$ cat src/rtl/ram_sp_arb.sv
// Two-requester arbiter for the single-port data RAM: requester 0 has fixed
// priority, requester 1 is forced through after MAX_WAIT consecutive denials.
module ram_sp_arb #(
   parameter int ADDR_MSB = 6,
   parameter int MEM_SIZE = 256,
   parameter int MAX_WAIT = 4
) (
   input  logic              mclk,
   input  logic              rst_n,
   input  logic              p0_req,
   input  logic [ADDR_MSB:0] p0_addr,
   input  logic [15:0]       p0_din,
   input  logic [1:0]        p0_wen,
   input  logic              p1_req,
   input  logic [ADDR_MSB:0] p1_addr,
   input  logic [15:0]       p1_din,
   input  logic [1:0]        p1_wen,
   output logic              p0_gnt,
   output logic              p1_gnt,
   output logic              p0_rdv,
   output logic              p1_rdv,
   output logic [15:0]       p0_dout,
   output logic [15:0]       p1_dout,
   output logic              ram_cen,
   output logic [ADDR_MSB:0] ram_addr,
   output logic [15:0]       ram_din,
   output logic [1:0]        ram_wen,
   input  logic [15:0]       ram_dout,
   output logic              arb_err
);

   localparam logic [3:0]          MAX_W = 4'(MAX_WAIT);
   localparam logic [ADDR_MSB+1:0] WORDS = (ADDR_MSB+2)'(MEM_SIZE / 2);

   logic [3:0] wait_cnt_q, wait_cnt_d;
   logic       rd_vld_q, rd_vld_d;
   logic       rd_own_q, rd_own_d;
   logic       rng_err_q, rng_err_d;
   logic       p0_win, p1_win, any_win;

   // Grants are held off while reset is asserted so the RAM stays idle.
   assign p1_win  = rst_n & p1_req & (~p0_req | (wait_cnt_q == MAX_W));
   assign p0_win  = rst_n & p0_req & ~p1_win;
   assign any_win = p0_win | p1_win;

   assign p0_gnt = p0_win;
   assign p1_gnt = p1_win;

   always_comb begin
      ram_cen  = 1'b1;
      ram_addr = '0;
      ram_din  = 16'h0000;
      ram_wen  = 2'b11;
      if (p1_win) begin
         ram_cen  = 1'b0;
         ram_addr = p1_addr;
         ram_din  = p1_din;
         ram_wen  = p1_wen;
      end else if (p0_win) begin
         ram_cen  = 1'b0;
         ram_addr = p0_addr;
         ram_din  = p0_din;
         ram_wen  = p0_wen;
      end
   end

   always_comb begin
      wait_cnt_d = 4'd0;
      if (p1_req && !p1_win)
         wait_cnt_d = (wait_cnt_q == MAX_W) ? wait_cnt_q : wait_cnt_q + 4'd1;
      rd_vld_d  = any_win & (ram_wen == 2'b11);
      rd_own_d  = p1_win;
      rng_err_d = any_win & ({1'b0, ram_addr} >= WORDS);
   end

   always_ff @(posedge mclk or negedge rst_n) begin
      if (!rst_n) begin
         wait_cnt_q <= 4'd0;
         rd_vld_q   <= 1'b0;
         rd_own_q   <= 1'b0;
         rng_err_q  <= 1'b0;
      end else begin
         wait_cnt_q <= wait_cnt_d;
         rd_vld_q   <= rd_vld_d;
         rd_own_q   <= rd_own_d;
         rng_err_q  <= rng_err_d;
      end
   end

   assign p0_rdv  = rd_vld_q & ~rd_own_q;
   assign p1_rdv  = rd_vld_q & rd_own_q;
   // Out-of-range reads still return a valid pulse, but never RAM contents.
   assign p0_dout = (p0_rdv && !rng_err_q) ? ram_dout : 16'h0000;
   assign p1_dout = (p1_rdv && !rng_err_q) ? ram_dout : 16'h0000;
   assign arb_err = rng_err_q;

endmodule

$ cat config.mk
export PLATFORM = sky130hd
export DESIGN_NAME = ram_sp_arb
export DESIGN_NICKNAME = d
export VERILOG_FILES = /design/src/rtl/ram_sp_arb.sv
export SDC_FILE = /design/constraint.sdc
export NUM_CORES = 1
export LEC_CHECK = 0
export ABC_AREA = 1
export CAP_MARGIN = 10
export CORE_ASPECT_RATIO = 0.6
export CORE_UTILIZATION = 24
export DETAILED_ROUTE_END_ITERATION = 10
export PLACE_DENSITY = 0.88
export SLEW_MARGIN = 5
export SYNTH_ARGS = -nofsm -noshare
export SYNTH_HDL_FRONTEND = slang
export SYNTH_SLANG_ARGS = --single-unit
$ cat constraint.sdc
create_clock -name mclk -period 2.1 [get_ports mclk]
set_input_delay 0.525 -clock mclk [delete_from_list [all_inputs] [get_ports mclk]]
set_output_delay 0.525 -clock mclk [all_outputs]
set_load 0.01 [all_outputs]
==> results of run 1 <==
## final cells by class
class / instances / share of cell area
Timing Repair inverter: 4 / 0.01736
Timing Repair Buffer: 150 / 0.5506
Tap cell: 45 / 0.02298
Clock buffer: 3 / 0.01685
Inverter: 31 / 0.05567
Sequential cell: 6 / 0.06129
Multi-Input combinational cell: 133 / 0.2753
## registers in the layout, indices dropped and copies added, names as in the netlist
register    flops
rd_own_q        1
rd_vld_q        1
wait_cnt_q      4
## through the flow
stage	setup TNS, ns	utilization	hold slack, ns	area (um^2)	total power [uW]
2_1_floorplan	0	-	0.2294	913.4	293.4
3_3_place_gp	-19.13	0.6711	0.6349	2311	577.4
3_5_place_dp	-20.43	0.6711	0.6538	2311	583.6
4_1_cts	-0.1349	0.6741	0.3732	2321	748.2
5_1_grt	-1.269	0.7115	0.4005	2450	832.5
6_report	-0.1111	0.7115	0.3848	2450	779.8
## layer usage
layer / wire length, um / vias to the layer above / track usage
li1: - / 809 / -
met4: 58 / 0 / 0.05556
met5: 0 / - / 0
met2: 2155 / 83 / 0.4028
met1: 1521 / 680 / 0.2036
met3: 418 / 8 / 0.04815
## logic make-up after synthesis
kind of cell,synth area share
and+or+nand+nor,0.5699
other,0.004106
AOI/OAI and AO/OA,0.01643
xor gates and xnor gates,0.01918
DFF,0.1644
adders and majority gates,0.02739
buffers and inverters,0.1986
## what timing repair did
item / CTS / global route
gates cloned: 3 / 1
buffers inserted: 4 / 4
setup endpoints to repair: 61 / 25
resized for setup: 158 / 27
hold buffers: 0 / 0
pin swaps: 8 / 10
## report_power, final
| part | internal [uW] | switching (uW) | total (uW) | leakage, uW |
|---|---|---|---|---|
| Combinational | 266 | 202 | 468 | 0.00136 |
| Clock | 123 | 53.3 | 177 | 0.0000216 |
| Sequential | 127 | 8.46 | 135 | 0.0000798 |
| Total | 516 | 264 | 780 | 0.00146 |
## worst paths after layout
kind / from / to / slack [ns] / cells after the start
setup reg to reg: wait_cnt_q[0]$_DFFE_PN0P_ / rd_vld_q$_DFF_PN0_ / 0.53 / 11
setup / recovery: wait_cnt_q[0]$_DFFE_PN0P_ / ram_din[7] / -0.03 / 11
max in group asynchronous: rst_n / wait_cnt_q[2]$_DFFE_PN0P_ / 1.60 / 2
hold reg to reg: wait_cnt_q[1]$_DFFE_PN0P_ / wait_cnt_q[1]$_DFFE_PN0P_ / 0.68 / 3
hold / removal: rst_n / wait_cnt_q[1]$_DFFE_PN0P_ / 0.38 / 2
min in group mclk: wait_cnt_q[1]$_DFFE_PN0P_ / wait_cnt_q[1]$_DFFE_PN0P_ / 0.68 / 3
## placed cells by master, fill, tap and decap left out, types with 2 or more instances in the layout
| cell type | netlist | routed |
|---|---|---|
| nand2_4 | 3 | 5 |
| buf_2 | 0 | 17 |
| inv_8 | 0 | 4 |
| dlygate4sd2_1 | 0 | 37 |
| clkbuf_8 | 0 | 3 |
| buf_6 | 4 | 8 |
| dfrtp_1 | 6 | 6 |
| nand2_2 | 0 | 11 |
| nand3b_1 | 2 | 2 |
| nand2_1 | 80 | 65 |
| clkdlybuf4s50_1 | 0 | 68 |
| nand3_1 | 3 | 2 |
| nor2_1 | 34 | 34 |
| nand2_8 | 0 | 2 |
| inv_1 | 28 | 22 |
| buf_4 | 1 | 16 |
| inv_2 | 1 | 7 |
| a21oi_1 | 3 | 3 |
==> results.yml, run 1 <==
status:
  status: "finished, violations left"
  violations: "setup timing"
synth:
  ys_seq_elements: 6
  synth.distinct_cells: 20
  synth_warnings: 0
  syn_inst: 177
  ys_seq_area_frac: 0.1644
  synth.top_cells.by_area: "nand2_1 (33%), dfrtp_1 (16%), nor2_1 (14%), inv_1 (12%), buf_6 (4.9%)"
  synthFlopType: "dfrtp_1"
  synth-edff-count: 0
  synth.top_cell.area_share: 0.3288
  syn_area_um2: 913.4
  synthTopCellsByCount: "nand2_1 (80), nor2_1 (34), inv_1 (28), dfrtp_1 (6), buf_6 (4)"
  async_flop_share: 1.000
  yosysTopAreaCell: "nand2_1"
  syn_avg_cell_area_um2: 5.160
  synth_nets: 249
  yosysMostFrequentCell: "nand2_1"
drt:
  drt_iter0_drc: 33
  avgRoutedWirePerCell_um: 11.16
  drc: 0
  firstDrtPassIters: 4
  vias: 1580
  via_per_inst: 4.247
  wl_mm: 4.153
  ant_nets: 0
placed_design:
  dp_hpwl_mm: 3.158
  gp_congestion: 0.8186
  pre_cts_ws_ns: -0.6597
  io_buffers: 131
  placedCellCount: 358
grt:
  grt_pass1_wl_mm: 6.410
  grt-ovfl-total: 0
  first_global_vias: 1541
  grt_start_max_net_pins: 18
  antenna_found_initial: 0
  grt_usage: 0.2015
worst_setup_path:
  worstPathMaxFanout: 6
  cp-end-kind: "primary output"
  crit_type: "reg2out"
  cp_data_arrival_time_ns: 1.60
  critPathMaxStageDelay_ns: 0.39
  critPathSlowestCell: "dfrtp_1"
  cpLargestDelayFamily: "simple AND/OR/NAND/NOR gates"
  cpMostUsedCell: "nand2_8"
  worstPathBufferInverterCount: 4
  required_ns: 1.57
  worst_setup_path_start_kind: "flip-flop"
  crit_chain: "inv_2 -> ha_4 -> nand3_4 -> nand2_4 -> nand2_8 -> nand2_8 -> buf_12 -> inv_12 -> nand2_2 -> nand2_1 -> buf_2"
timing:
  finalSetupViolations: 11
  rsz0062_at_grt: "yes"
  layout_setup_ws_ns: -0.02567
  fmax_mhz: 470.4
  clock_skew_ns: 0.002368
  finalCriticalPeriod_ns: 2.126
  maxSlewViolCount: 0
  fin_crit_sh: 1.012
  hold_viol: 0
power:
  vdd_drop_max_mv: 0.1993
  power.density_nw_per_um2: 318.3
  p_leak_uw: 0.001457
run:
  maxCapViolCount: 0
die:
  num_rows: 16
  die_w_um: 81.64
  io_pins: 133
  die-area_um2: 4064
  core_area_um2: 3443
  die_h_um: 49.79
  initial_utilization: 0.2653
finish:
  area_delta_synth_final_pct: 168.2
  seqCellArea_um2: 150.1
  multiInputGateArea_um2: 674.4
  nets: 401
  antenna_cells: 0
  n_fill_cell: 336
  fin_cells: 372
  drive_above_1_share: 0.2477
clock_network:
  cts_max_path_buffers: 2
  htree_levels: 1
  cts_root_buf: "clkbuf_8"
  cts_tree: "yes"
  numCtsBuffers: 3
  clock_sinks: 6
  path_clk_slew_ns: 0.04
  clk_latency_ns: 0.23
hold_path:
  worstHoldPathType: "in2async"
Power figures use the tool's default switching activity.
==> run 2: changes to the inputs <==
--- a/config.mk
+++ b/config.mk
@@ -8,9 +8,10 @@
 export ABC_AREA = 1
 export CAP_MARGIN = 10
 export CORE_ASPECT_RATIO = 0.6
-export CORE_UTILIZATION = 24
+export CORE_UTILIZATION = 40
 export DETAILED_ROUTE_END_ITERATION = 10
-export PLACE_DENSITY = 0.88
+export DONT_BUFFER_PORTS = 1
+export PLACE_DENSITY = 0.63
 export SLEW_MARGIN = 5
 export SYNTH_ARGS = -nofsm -noshare
 export SYNTH_HDL_FRONTEND = slang
==> results.yml, run 2 (same netlist as run 1, synthesis figures left out) <==
placed_design:
  io_buffers: 0
  dp_hpwl_mm: 2.127
  placedCellCount: 198
  dpl_cell_area_um2: 888.4
  gp_congestion: 0.6999
worst_setup_path:
  worst_setup_path_start_kind: "flip-flop"
  timing.rr.end: "rd_vld_q$_DFF_PN0_"
  regToRegStartpoint: "wait_cnt_q[1]$_DFFE_PN0P_"
  required_ns: 1.57
  crit_start: "wait_cnt_q[1]$_DFFE_PN0P_"
  r2r_cells: 9
  cp-end-kind: "primary output"
  crit_end: "ram_addr[2]"
  crit_type: "reg2out"
  r2r_slack_ns: 0.74
  cp_data_arrival_time_ns: 1.54
  worstPathMaxFanout: 8
run:
  maxCapViolCount: 0
timing:
  clock_skew_ns: 0.001814
  finalCriticalPeriod_ns: 2.063
  holdWs_ns: 0.5299
  finalSetupViolations: 0
  tightest_slew_ns: 0.5252
  fin_crit_sh: 0.9826
  relSlewSlack: 0.6490
  hold_viol: 0
  maxSlewViolCount: 0
  fmax_mhz: 484.6
grt:
  met3_usage: 0.03529
  grt_util_met2: 0.3059
  grt-ovfl-total: 0
  grtUsageMet1: 0.2172
  grt_start_max_net_pins: 27
  grt.busiest_layer: "met2"
  grt_pass1_wl_mm: 3.243
  antenna_found_initial: 0
  grt_usage: 0.1753
  first_global_vias: 738
drt:
  drt_iter0_drc: 40
  ant_nets: 0
  vias: 1070
  drc: 0
  via_per_inst: 5.095
  wl_mm: 2.873
  avgRoutedWirePerCell_um: 13.68
  firstDrtPassIters: 4
die:
  io_pins: 133
  die_w_um: 63.69
  num_rows: 12
  initial_utilization: 0.4574
  die_h_um: 39.02
  core_area_um2: 1997
  die-area_um2: 2485
power:
  vdd_drop_max_mv: 0.2739
  p_leak_uw: 0.0006597
  power.density_nw_per_um2: 483.8
finish:
  final_common_cell: "nand2_1"
  final_cell_mix: "nand2_1 (68), nor2_1 (34), inv_1 (26)"
  largest_reg_flops: 4
  area_delta_synth_final_pct: 18.63
  fin_cells: 210
  final_area_um2: 1084
  antenna_cells: 0
  reg_top3: "wait_cnt_q x4, rd_own_q x1, rd_vld_q x1"
  nets: 256
  drive_above_1_share: 0.1813
  regMostFlops: "wait_cnt_q"
  n_fill_cell: 210
status:
  status: "finished clean"
clock_network:
  cts_root_buf: "clkbuf_8"
  numCtsBuffers: 3
  clock_sinks: 6
  clk_latency_ns: 0.22
  path_clk_slew_ns: 0.03
  cts_max_path_buffers: 2
  cts_tree: "yes"
  htree_levels: 1
hold_path:
  worstHoldPathType: "in2reg"
[run 2: how the worst min path moves through the flow]
| stage | start | endpoint | slack, ns | cells after the start |
|---|---|---|---|---|
| final | p1_req | wait_cnt_q[0]$_DFFE_PN0P_ | 0.53 | 2 |
| after global placement | rst_n | wait_cnt_q[1]$_DFFE_PN0P_ | 0.23 | 0 |
| after detailed placement | rst_n | wait_cnt_q[1]$_DFFE_PN0P_ | 0.23 | 0 |
| after CTS | p1_req | wait_cnt_q[0]$_DFFE_PN0P_ | 0.52 | 2 |
| after global routing | p1_req | wait_cnt_q[1]$_DFFE_PN0P_ | 0.54 | 2 |
| after floorplan | rst_n | rd_own_q$_DFF_PN0_ | 0.23 | 0 |
[run 2: per-stage QoR]
step	total power, uW	util	setup slack (ns)	TNS, ns
2_1_floorplan	293.4	-	0.2947	0
3_3_place_gp	304.5	0.4449	0.2038	0
3_5_place_dp	307.6	0.4449	0.1500	0
4_1_cts	492.5	0.4825	0.01186	0
5_1_grt	566.4	0.5426	-0.04122	-0.4841
6_report	524.2	0.5426	0.03661	0
[run 2: worst max-delay path, cell delays in order, from the launching register on]
cell	delay (ns)
dfrtp_1	0.40
inv_1	0.10
ha_4	0.14
nand3_4	0.09
nand2_4	0.12
nand2_8	0.10
nand2_8	0.14
clkinv_8	0.08
nand2_1	0.06
nand2_1	0.09
[run 2: layout make-up]
cell class                 instances  area, um^2  area share
tap                               28       35.03     0.03233
clock buffer                       3       41.29     0.03811
multi-input combinational        133       641.9      0.5924
timing repair inverter             3       26.28     0.02425
timing repair buffer               6       47.55     0.04388
inverter                          31       141.4      0.1305
sequential                         6       150.1      0.1386
[run 2: per-layer routing]
| metal | share of wire | vias up |
|---|---|---|
| met4 | 0.010 | 0 |
| met3 | 0.078 | 4 |
| met2 | 0.52 | 70 |
| met5 | 0 | - |
| li1 | - | 522 |
| met1 | 0.39 | 474 |
[run 2: where the power goes]
part / switching (uW) / total, uW / internal [uW]
clock: 47.3 / 170 / 123
combinational: 151 / 218 / 67.4
sequential: 9.08 / 136 / 127
[run 2: what timing repair did]
action                                 CTS  global route
setup endpoints to repair               24            24
gates cloned                             1             2
gates resized for setup                  4            21
setup buffers                            1             4
endpoints found under the hold margin    6             0
pin swaps                                0             3
hold buffers                             1             0
